<file path="src/rtl/sdram_block_writer.sv">
// sdram_block_writer: captures FIFO blocks into a ping-pong buffer and issues fixed-length SDRAM write bursts
module sdram_block_writer #(
  parameter int DATA_WIDTH      = 16,
  parameter int ADDR_WIDTH      = 22,
  parameter int WORDS_PER_BLOCK = 512,
  parameter int BURST_LEN       = 8,
  parameter int BASE_ADDR       = 0,
  parameter int ADDR_LIMIT      = 4194304
) (
  input  logic                  clk,
  input  logic                  reset_n,
  input  logic                  fifo_tx_rdy,
  input  logic                  fifo_rdreq,
  input  logic [DATA_WIDTH-1:0] fifo_q,
  output logic                  sdram_rx_rdy,
  output logic                  sdr_wr_req,
  output logic [ADDR_WIDTH-1:0] sdr_wr_addr,
  input  logic                  sdr_wr_ack,
  input  logic                  sdr_wr_data_req,
  output logic [DATA_WIDTH-1:0] sdr_wr_data,
  output logic [15:0]           blocks_written,
  output logic                  overrun
);
  localparam int PW = $clog2(2 * BURST_LEN);
  localparam int CW = $clog2(WORDS_PER_BLOCK + 1);
  localparam logic [PW-2:0]       LAST = (PW-1)'(BURST_LEN - 1);
  localparam logic [CW-1:0]       WPB  = CW'(WORDS_PER_BLOCK);
  localparam logic [ADDR_WIDTH:0] LIM  = (ADDR_WIDTH+1)'(ADDR_LIMIT);
  localparam logic [ADDR_WIDTH:0] STEP = (ADDR_WIDTH+1)'(BURST_LEN);
  localparam logic [ADDR_WIDTH-1:0] BASE = ADDR_WIDTH'(BASE_ADDR);

  typedef enum logic [1:0] {IDLE, RECV, FLUSH} state_t;

  state_t                state, state_nxt;
  logic                  word_valid;
  logic                  active;
  logic [1:0]            full;
  logic [PW-1:0]         wr_ptr, rd_ptr;
  logic [CW-1:0]         word_cnt;
  logic [ADDR_WIDTH-1:0] wr_addr;
  logic [ADDR_WIDTH:0]   addr_sum;
  logic [DATA_WIDTH-1:0] mem [2*BURST_LEN];
  logic                  cap, drop, wr_en, last_wr, pull, last_pull, done_blk;

  // Decode capture/pull events, next state and block-level handshakes
  always_comb begin
    cap          = state == RECV && word_valid;
    drop         = cap && (word_cnt == WPB || full[wr_ptr[PW-1]]);
    wr_en        = cap && !drop;
    last_wr      = wr_en && wr_ptr[PW-2:0] == LAST;
    pull         = active && sdr_wr_data_req;
    last_pull    = pull && rd_ptr[PW-2:0] == LAST;
    done_blk     = state == FLUSH && full == 2'b00;
    addr_sum     = {1'b0, wr_addr} + STEP;
    sdram_rx_rdy = state == RECV;
    sdr_wr_data  = mem[rd_ptr];
    state_nxt    = (state == IDLE && fifo_tx_rdy && full == 2'b00) ? RECV :
                   (state == RECV && word_cnt == WPB && !fifo_rdreq) ? FLUSH :
                   done_blk ? IDLE : state;
  end

  // State register
  always_ff @(posedge clk or negedge reset_n)
    if (!reset_n) state <= IDLE;
    else state <= state_nxt;

  // Buffer fill/drain, burst handshake, address and block bookkeeping
  always_ff @(posedge clk or negedge reset_n) begin
    if (!reset_n) begin
      word_valid     <= 1'b0;
      active         <= 1'b0;
      full           <= 2'b00;
      wr_ptr         <= '0;
      rd_ptr         <= '0;
      word_cnt       <= '0;
      wr_addr        <= BASE;
      sdr_wr_req     <= 1'b0;
      sdr_wr_addr    <= '0;
      blocks_written <= '0;
      overrun        <= 1'b0;
      for (int i = 0; i < 2 * BURST_LEN; i++) mem[i] <= '0;
    end else begin
      word_valid <= fifo_rdreq;
      if (drop) overrun <= 1'b1;
      if (cap && word_cnt != WPB) word_cnt <= word_cnt + 1'b1;
      if (wr_en) begin
        mem[wr_ptr] <= fifo_q;
        wr_ptr      <= wr_ptr + 1'b1;
      end
      if (last_wr) full[wr_ptr[PW-1]] <= 1'b1;
      if (pull) rd_ptr <= rd_ptr + 1'b1;
      if (last_pull) begin
        full[rd_ptr[PW-1]] <= 1'b0;
        active             <= 1'b0;
      end
      if (!sdr_wr_req && !active && full[rd_ptr[PW-1]]) begin
        sdr_wr_req  <= 1'b1;
        sdr_wr_addr <= wr_addr;
      end
      if (sdr_wr_req && sdr_wr_ack) begin
        sdr_wr_req <= 1'b0;
        active     <= 1'b1;
        wr_addr    <= addr_sum >= LIM ? BASE : addr_sum[ADDR_WIDTH-1:0];
      end
      if (done_blk) begin
        blocks_written <= blocks_written + 16'd1;
        word_cnt       <= '0;
        wr_ptr         <= '0;
        rd_ptr         <= '0;
      end
    end
  end
endmodule

</file>
<file path="config.mk">
export PLATFORM = sky130hd
export DESIGN_NAME = sdram_block_writer
export DESIGN_NICKNAME = d
export VERILOG_FILES = /design/src/rtl/sdram_block_writer.sv
export SDC_FILE = /design/constraint.sdc
export NUM_CORES = 1
export LEC_CHECK = 0
export ABC_AREA = 1
export CORE_MARGIN = 2
export CORE_UTILIZATION = 55
export CTS_CLUSTER_SIZE = 8
export DETAILED_ROUTE_END_ITERATION = 8
export HOLD_SLACK_MARGIN = 0.1
export PLACE_DENSITY = 0.85
export SYNTH_ARGS = -nofsm -noshare
export SYNTH_HDL_FRONTEND = slang
export SYNTH_SLANG_ARGS = --single-unit
</file>
<file path="constraint.sdc">
create_clock -name clk -period 2.44 [get_ports clk]
set_input_delay 0.244 -clock clk [delete_from_list [all_inputs] [get_ports clk]]
set_output_delay 0.244 -clock clk [all_outputs]
set_load 0.02 [all_outputs]
</file>
==> flow_summary.ini, run 1 <==
[outcome]
outcome = complete, but fails checks
failed_checks = negative setup slack

[layout]
final_cells = 2287
syn2layout_area_growth_pct = 16.8
stdcell_area_um2 = 18200
fill_cells = 2160
fin_util_pct = 65.3
drive_above_1_share_pct = 8.49
antenna_cells = 0
nets = 1939

[setup_path]
path_buf_inv = 4
crit_family = buffers and inverters
slowest_stage = dfrtp_4
cp_num_cells = 10
slowest_delay_ns = 0.52
start_kind = register
critPathMostFrequentCell = nor2_1
r2r-start = word_cnt[0]
rr_endpoint = mem[253]
cp_max_fo = 8
reg2reg_slack_ns = 0.24
critPathArrivalTime_ns = 2.31
required_ns = 2.20
rr_worst_depth = 11
startpoint = rd_ptr[0]
path_cells = clkinv_8, buf_4, clkbuf_16, nor2_1, nor2_1, o21ai_0, o211ai_1, nand3_1, nand2_2, buf_6
crit_type = register to output port
endpoint = sdr_wr_data[4]
setup.worst_path.end_class = output port

[pwr]
clkPwrFrac_pct = 24.2
finalPower_mw = 23.7
internal-power_mw = 14.4
swShare_pct = 39.4
seq_power_share_pct = 36.3
irDropWorstVdd_mv = 0.935
power.switching_mw = 9.35
p_leak_nw = 8.55
powerDensity_nw_per_um2 = 1300
combPwrFrac_pct = 39.6

[place]
numPlacedInstances = 2216
place_ws_ns = 0.00445
portBuffers = 75
dp_hpwl_um = 24300
gp_congestion = 0.873
place_area_um2 = 16500

[job]
drv_cap = 0

[floorplan]
core_area_um2 = 27900
rows = 61
io_pins = 79
start_util_pct = 55.9
die-width_um = 172
dieArea_um2 = 29700
die_h_um = 172

[sta]
finalSetupViolations = 8
fmax_ghz = 0.392
hold_slack_ns = 0.168
fin_setup_tns_ns = -0.351
timing.final.ws_setup_ns = -0.114
grt_setup_unrepaired = yes
slew_headroom_pct = 17.4
fin_crit_sh_pct = 105
period_needed_ns = 2.55
skew_ns = 0.0282
drv_slew = 0
hold_violations = 0
worstMarginPinSlew_ns = 1.24

[grt]
grt_pass1_wl_um = 70000
antenna_found_initial = 0
grt-ovfl-total = 0
grtUsageTotal_pct = 30.3
grt_pass1_vias = 13700
grt_start_max_net_pins = 73

[route]
wirelength_um = 44600
drt_iter0_markers = 1811
drt-wirelength-per-cell_um = 19.5
drc_errors = 0
via_per_inst = 6.05
first_pass_iters = 6
drtAntennaViolNets = 0
vias = 13800

[clock_network]
cts_buffer_depth = 3
numCtsBuffers = 47
clkLatencyLatePin_ns = 0.57
clock-root-buffer = clkbuf_16
htreeDepth = 2
cts.sinks = 336
clk_transition_reported_paths_ns = 0.05
tritoncts = built

[logic_synthesis]
synth.ff_latch_count = 336
synth_area_um2 = 15600
yosysWarnings = 0
post-synth-top-count-cell = nand2_1
yosysTopAreaCellShare_pct = 54.0
netlist_top_cells_area = dfrtp_1 54%, o21ai_0 12%, nand2_1 9.6%, nor2_1 5.9%, inv_1 2.3%
ys_seq_area_share_pct = 54.0
yosysTopAreaCell = dfrtp_1
synth_edf_count = 0
avgSynthCellArea_um2 = 8.40
synthArstFlopShare_pct = 100
synthFlopType = dfrtp_1
synth.distinct_cells = 32
synth_cells = 1854
synthTopCellsByCount = 400 x nand2_1, 363 x o21ai_0, 336 x dfrtp_1, 245 x nor2_1, 96 x inv_1

[worst_hold_path]
hold_class = input port to register
==> worst min path at each step <==
stage,start,to,cells past startpoint
after floorplan,reset_n,active,0
after global placement,reset_n,blocks_written[6],1
after detailed placement,reset_n,blocks_written[6],1
after CTS,fifo_rdreq,word_valid,1
after global routing,fifo_rdreq,word_valid,1
final,fifo_rdreq,word_valid,1
==> logic make-up after synthesis <==
group | share of synthesized area (%)
AND/OR/NAND/NOR | 19.3
AO/OA/AOI/OAI | 17.4
flip-flops | 54.0
adder cells (fa/ha/maj) | 0.884
buffers and inverters | 6.85
other | 0.0241
XOR/XNOR | 1.46
==> cell type report <==
class | instances | area [um2] | share of cell area (%)
flip-flops and latches | 336 | 8410 | 46.3
clock buffers | 49 | 1180 | 6.51
clock inverters | 3 | 52.6 | 0.289
inverters | 97 | 377 | 2.07
multi-input cells | 1292 | 6190 | 34.1
well taps | 378 | 473 | 2.60
repair buffers | 132 | 1490 | 8.19
==> worst register-to-register path: stages (launching register included) <==
cell and delay, ns:
dfrtp_1 0.42, inv_1 0.13, ha_1 0.16, nand3_1 0.12, nor2_1 0.12, nand2_1 0.08, nand2_2 0.10, nor2_4 0.04
buf_12 0.16, nand2_1 0.07, buf_4 0.39, o21ai_0 0.24
==> sequential cells by signal (all words and copies together) (netlist names), 2 cells and up <==
register and flops:
wr_addr 19, sdr_wr_addr 19, rd_ptr 4, state 2, full 2, wr_ptr 4, word_cnt 10, mem 256
blocks_written 16
==> layer usage <==
metal | wire length, um | GRT usage, % | vias to the layer above
li1 | - | - | 6197
met1 | 16900 | 38.4 | 6580
met2 | 21000 | 48.5 | 884
met3 | 4680 | 6.75 | 173
met4 | 2140 | 16.8 | 0
met5 | 0 | 0 | -
==> power by group through the flow <==
stage / combinational [mW] / sequential (mW) / clock [mW]
after global placement: 7.83 / 8.46 / 0
final: 9.39 / 8.60 / 5.73
after global routing: 10.2 / 8.78 / 5.99
after CTS: 8.65 / 8.51 / 5.78
after detailed placement: 8.15 / 8.53 / 0
after floorplan: 5.18 / 8.40 / 0
==> layout by cell type, fill, tap and decap left out, drive strengths merged <==
cell type	instances
bufbuf	1
dlygate4sd3	1
inv	96
clkbuf	52
a21oi	7
o21ai	429
nor4	1
nand4	14
buf	69
conb	3
nor3	20
clkinv	4
dfrtp	336
ha	11
o221ai	20
xnor2	2
clkdlybuf4s50	58
xor2	24
nand2	408
a31o	1
a211oi	1
nand3	60
a21o	1
o211ai	44
nor2	246
==> repair_timing <==
| item | in CTS | in global routing |
|---|---|---|
| cloned | 5 | 3 |
| setup endpoints to repair | 16 | 16 |
| buffers inserted | 2 | 10 |
| resized for setup | 91 | 58 |
| endpoints found under the hold margin | 303 | 0 |
| hold buffers | 1 | 0 |
| pin swaps | 6 | 20 |
Power figures use the tool's default switching activity.
==> inputs of run 2 (changes only) <==
ABC_AREA = unset   (was 1)
SLEW_MARGIN = 25   (was unset)
==> flow_summary.ini, run 2 <==
[grt]
antenna_found_initial = 1
grt_start_max_net_pins = 83
grt_pass1_vias = 10500
grtUsageTotal_pct = 25.3
grt_pass1_wl_um = 59400
grt-ovfl-total = 0

[place]
portBuffers = 75
place_ws_ns = 0.0117
numPlacedInstances = 1482
gp_congestion = 0.821
place_area_um2 = 17300
dp_hpwl_um = 21300

[route]
first_pass_iters = 5
wirelength_um = 37800
drt_iter0_markers = 729
via_per_inst = 6.11
drtAntennaViolNets = 0
drc_errors = 0
vias = 9449
drt-wirelength-per-cell_um = 24.4

[logic_synthesis]
yosysWarnings = 0
avgSynthCellArea_um2 = 15.2
netlist_top_cells_area = dfrtp_1 53%, mux2_2 12%, mux2_4 9.9%, mux4_2 9.1%, nand4_4 1.9%
synth_area_um2 = 15900
synthArstFlopShare_pct = 100
synth_cells = 1050
yosysTopAreaCell = dfrtp_1
synthFlopType = dfrtp_1
synth.ff_latch_count = 336
yosysTopAreaCellShare_pct = 52.8
synthTopCellsByCount = 336 x dfrtp_1, 171 x mux2_2, 105 x mux2_4, 64 x mux4_2, 42 x nand2_1
post-synth-top-count-cell = dfrtp_1
ys_seq_area_share_pct = 52.8
synth.distinct_cells = 50
synth_edf_count = 0

[layout]
stdcell_area_um2 = 18900
syn2layout_area_growth_pct = 18.6
largest_register_ff_count = 256
regMostFlops = mem
nets = 1193
reg_top3 = mem (256), sdr_wr_addr (19), wr_addr (19)
final_cells = 1547
drive_above_1_share_pct = 44.1
final_common_cell = dfrtp_1
mostFrequentLayoutCells = 334 x dfrtp_1, 171 x mux2_2, 105 x mux2_4
fin_util_pct = 65.9

[sta]
hold_violations = 0
timing.final.ws_setup_ns = -0.126
worstMarginPinSlew_ns = 0.826
grt_setup_unrepaired = yes
skew_ns = 0.0163
drv_slew = 0
fmax_ghz = 0.390
finalSetupViolations = 16
period_needed_ns = 2.57
fin_crit_sh_pct = 105
slew_headroom_pct = 45.0

[setup_path]
crit_type = register to output port
required_ns = 2.20
critPathArrivalTime_ns = 2.32
rr_worst_depth = 7
cp_max_fo = 7
setup.worst_path.end_class = output port
start_kind = register

[clock_network]
htreeDepth = 2
clk_transition_reported_paths_ns = 0.05
tritoncts = built
cts_buffer_depth = 3
numCtsBuffers = 47
clock-root-buffer = clkbuf_16
clkLatencyLatePin_ns = 0.54
cts.sinks = 336

[outcome]
failed_checks = negative setup slack
outcome = complete, but fails checks

[floorplan]
die_h_um = 174
start_util_pct = 55.6
dieArea_um2 = 30300
core_area_um2 = 28600
die-width_um = 174
rows = 62
io_pins = 79

[worst_hold_path]
hold_depth = 1
hold_class = input port to register

[job]
drv_cap = 0

[pwr]
irDropWorstVdd_mv = 0.805
finalPower_mw = 19.1
powerDensity_nw_per_um2 = 1010
p_leak_nw = 8.33
==> run 2: per-layer routing <==
| layer | wire (um) | part of all wire, % | GRT usage, % |
|---|---|---|---|
| met5 | 0 | 0 | 0 |
| met4 | 1070 | 2.8 | 8.86 |
| met3 | 2360 | 6.2 | 4.81 |
| met2 | 19100 | 51 | 43.0 |
| met1 | 15200 | 40 | 32.6 |
==> run 2: metrics by stage <==
stage	setup TNS (ns)	hold slack, ns
3_3_place_gp	0	0.258
3_5_place_dp	0	0.265
2_1_floorplan	0	-0.0516
4_1_cts	-1.65	0.190
5_1_grt	-1.98	0.202
6_report	-0.906	0.213
==> run 2: where the power goes <==
group / leakage [nW] / internal (mW) / total, mW / switching, mW
clock network: 0.595 / 3.38 / 5.63 / 2.24
logic: 3.68 / 3.49 / 6.72 / 3.22
registers: 4.05 / 6.24 / 6.73 / 0.497
total: 8.33 / 13.1 / 19.1 / 5.96
==> run 2: critical path, stage by stage, from the launching register on <==
cell and delay [ns]:
dfrtp_4 0.45, buf_12 0.17, buf_12 0.15, mux4_2 0.52, a22oi_2 0.23, nand2_1 0.12
buf_6 0.15
==> run 2: final timing paths <==
kind / startpoint / end / slack, ns
hold reg to reg: blocks_written[15] / blocks_written[15] / 0.48
hold / removal: fifo_rdreq / word_valid / 0.21
setup reg to reg: word_cnt[0] / mem[39] / 0.13
max in group asynchronous: reset_n / mem[87] / 1.27
setup / recovery: rd_ptr[0] / sdr_wr_data[9] / -0.13
min in group asynchronous: reset_n / mem[189] / 0.28
==> run 2: final cells by class <==
type | instances | area, um2
Clock buffer | 49 | 1180
Sequential cell | 336 | 8410
Multi-Input combinational cell | 631 | 7160
Fill cell | 1869 | 9750
Inverter | 13 | 48.8
Clock inverter | 2 | 32.5
Antenna cell | 1 | 2.50
Tap cell | 384 | 480
Timing Repair Buffer | 131 | 1560
==> run 2: cell families (layout without fill, tap and decap cells) <==
group,after synthesis,in the layout,synth area share [%]
muxes,344,344,31.3
other,1,4,0.0236
DFF,336,336,52.8
buffers and inverters,85,195,3.11
xor gates and xnor gates,36,36,1.98
adders and majority gates,11,11,0.865
and+or+nand+nor,176,176,7.26
AOI/OAI and AO/OA,61,61,2.63
==> run 2: timing repair <==
item,4_1_cts,5_1_grt
pin swaps,15,17
setup buffers,6,2
endpoints found under the hold margin,71,0
hold buffers,1,0
setup endpoints to repair,16,16
cloned,3,4
gates resized for setup,93,24
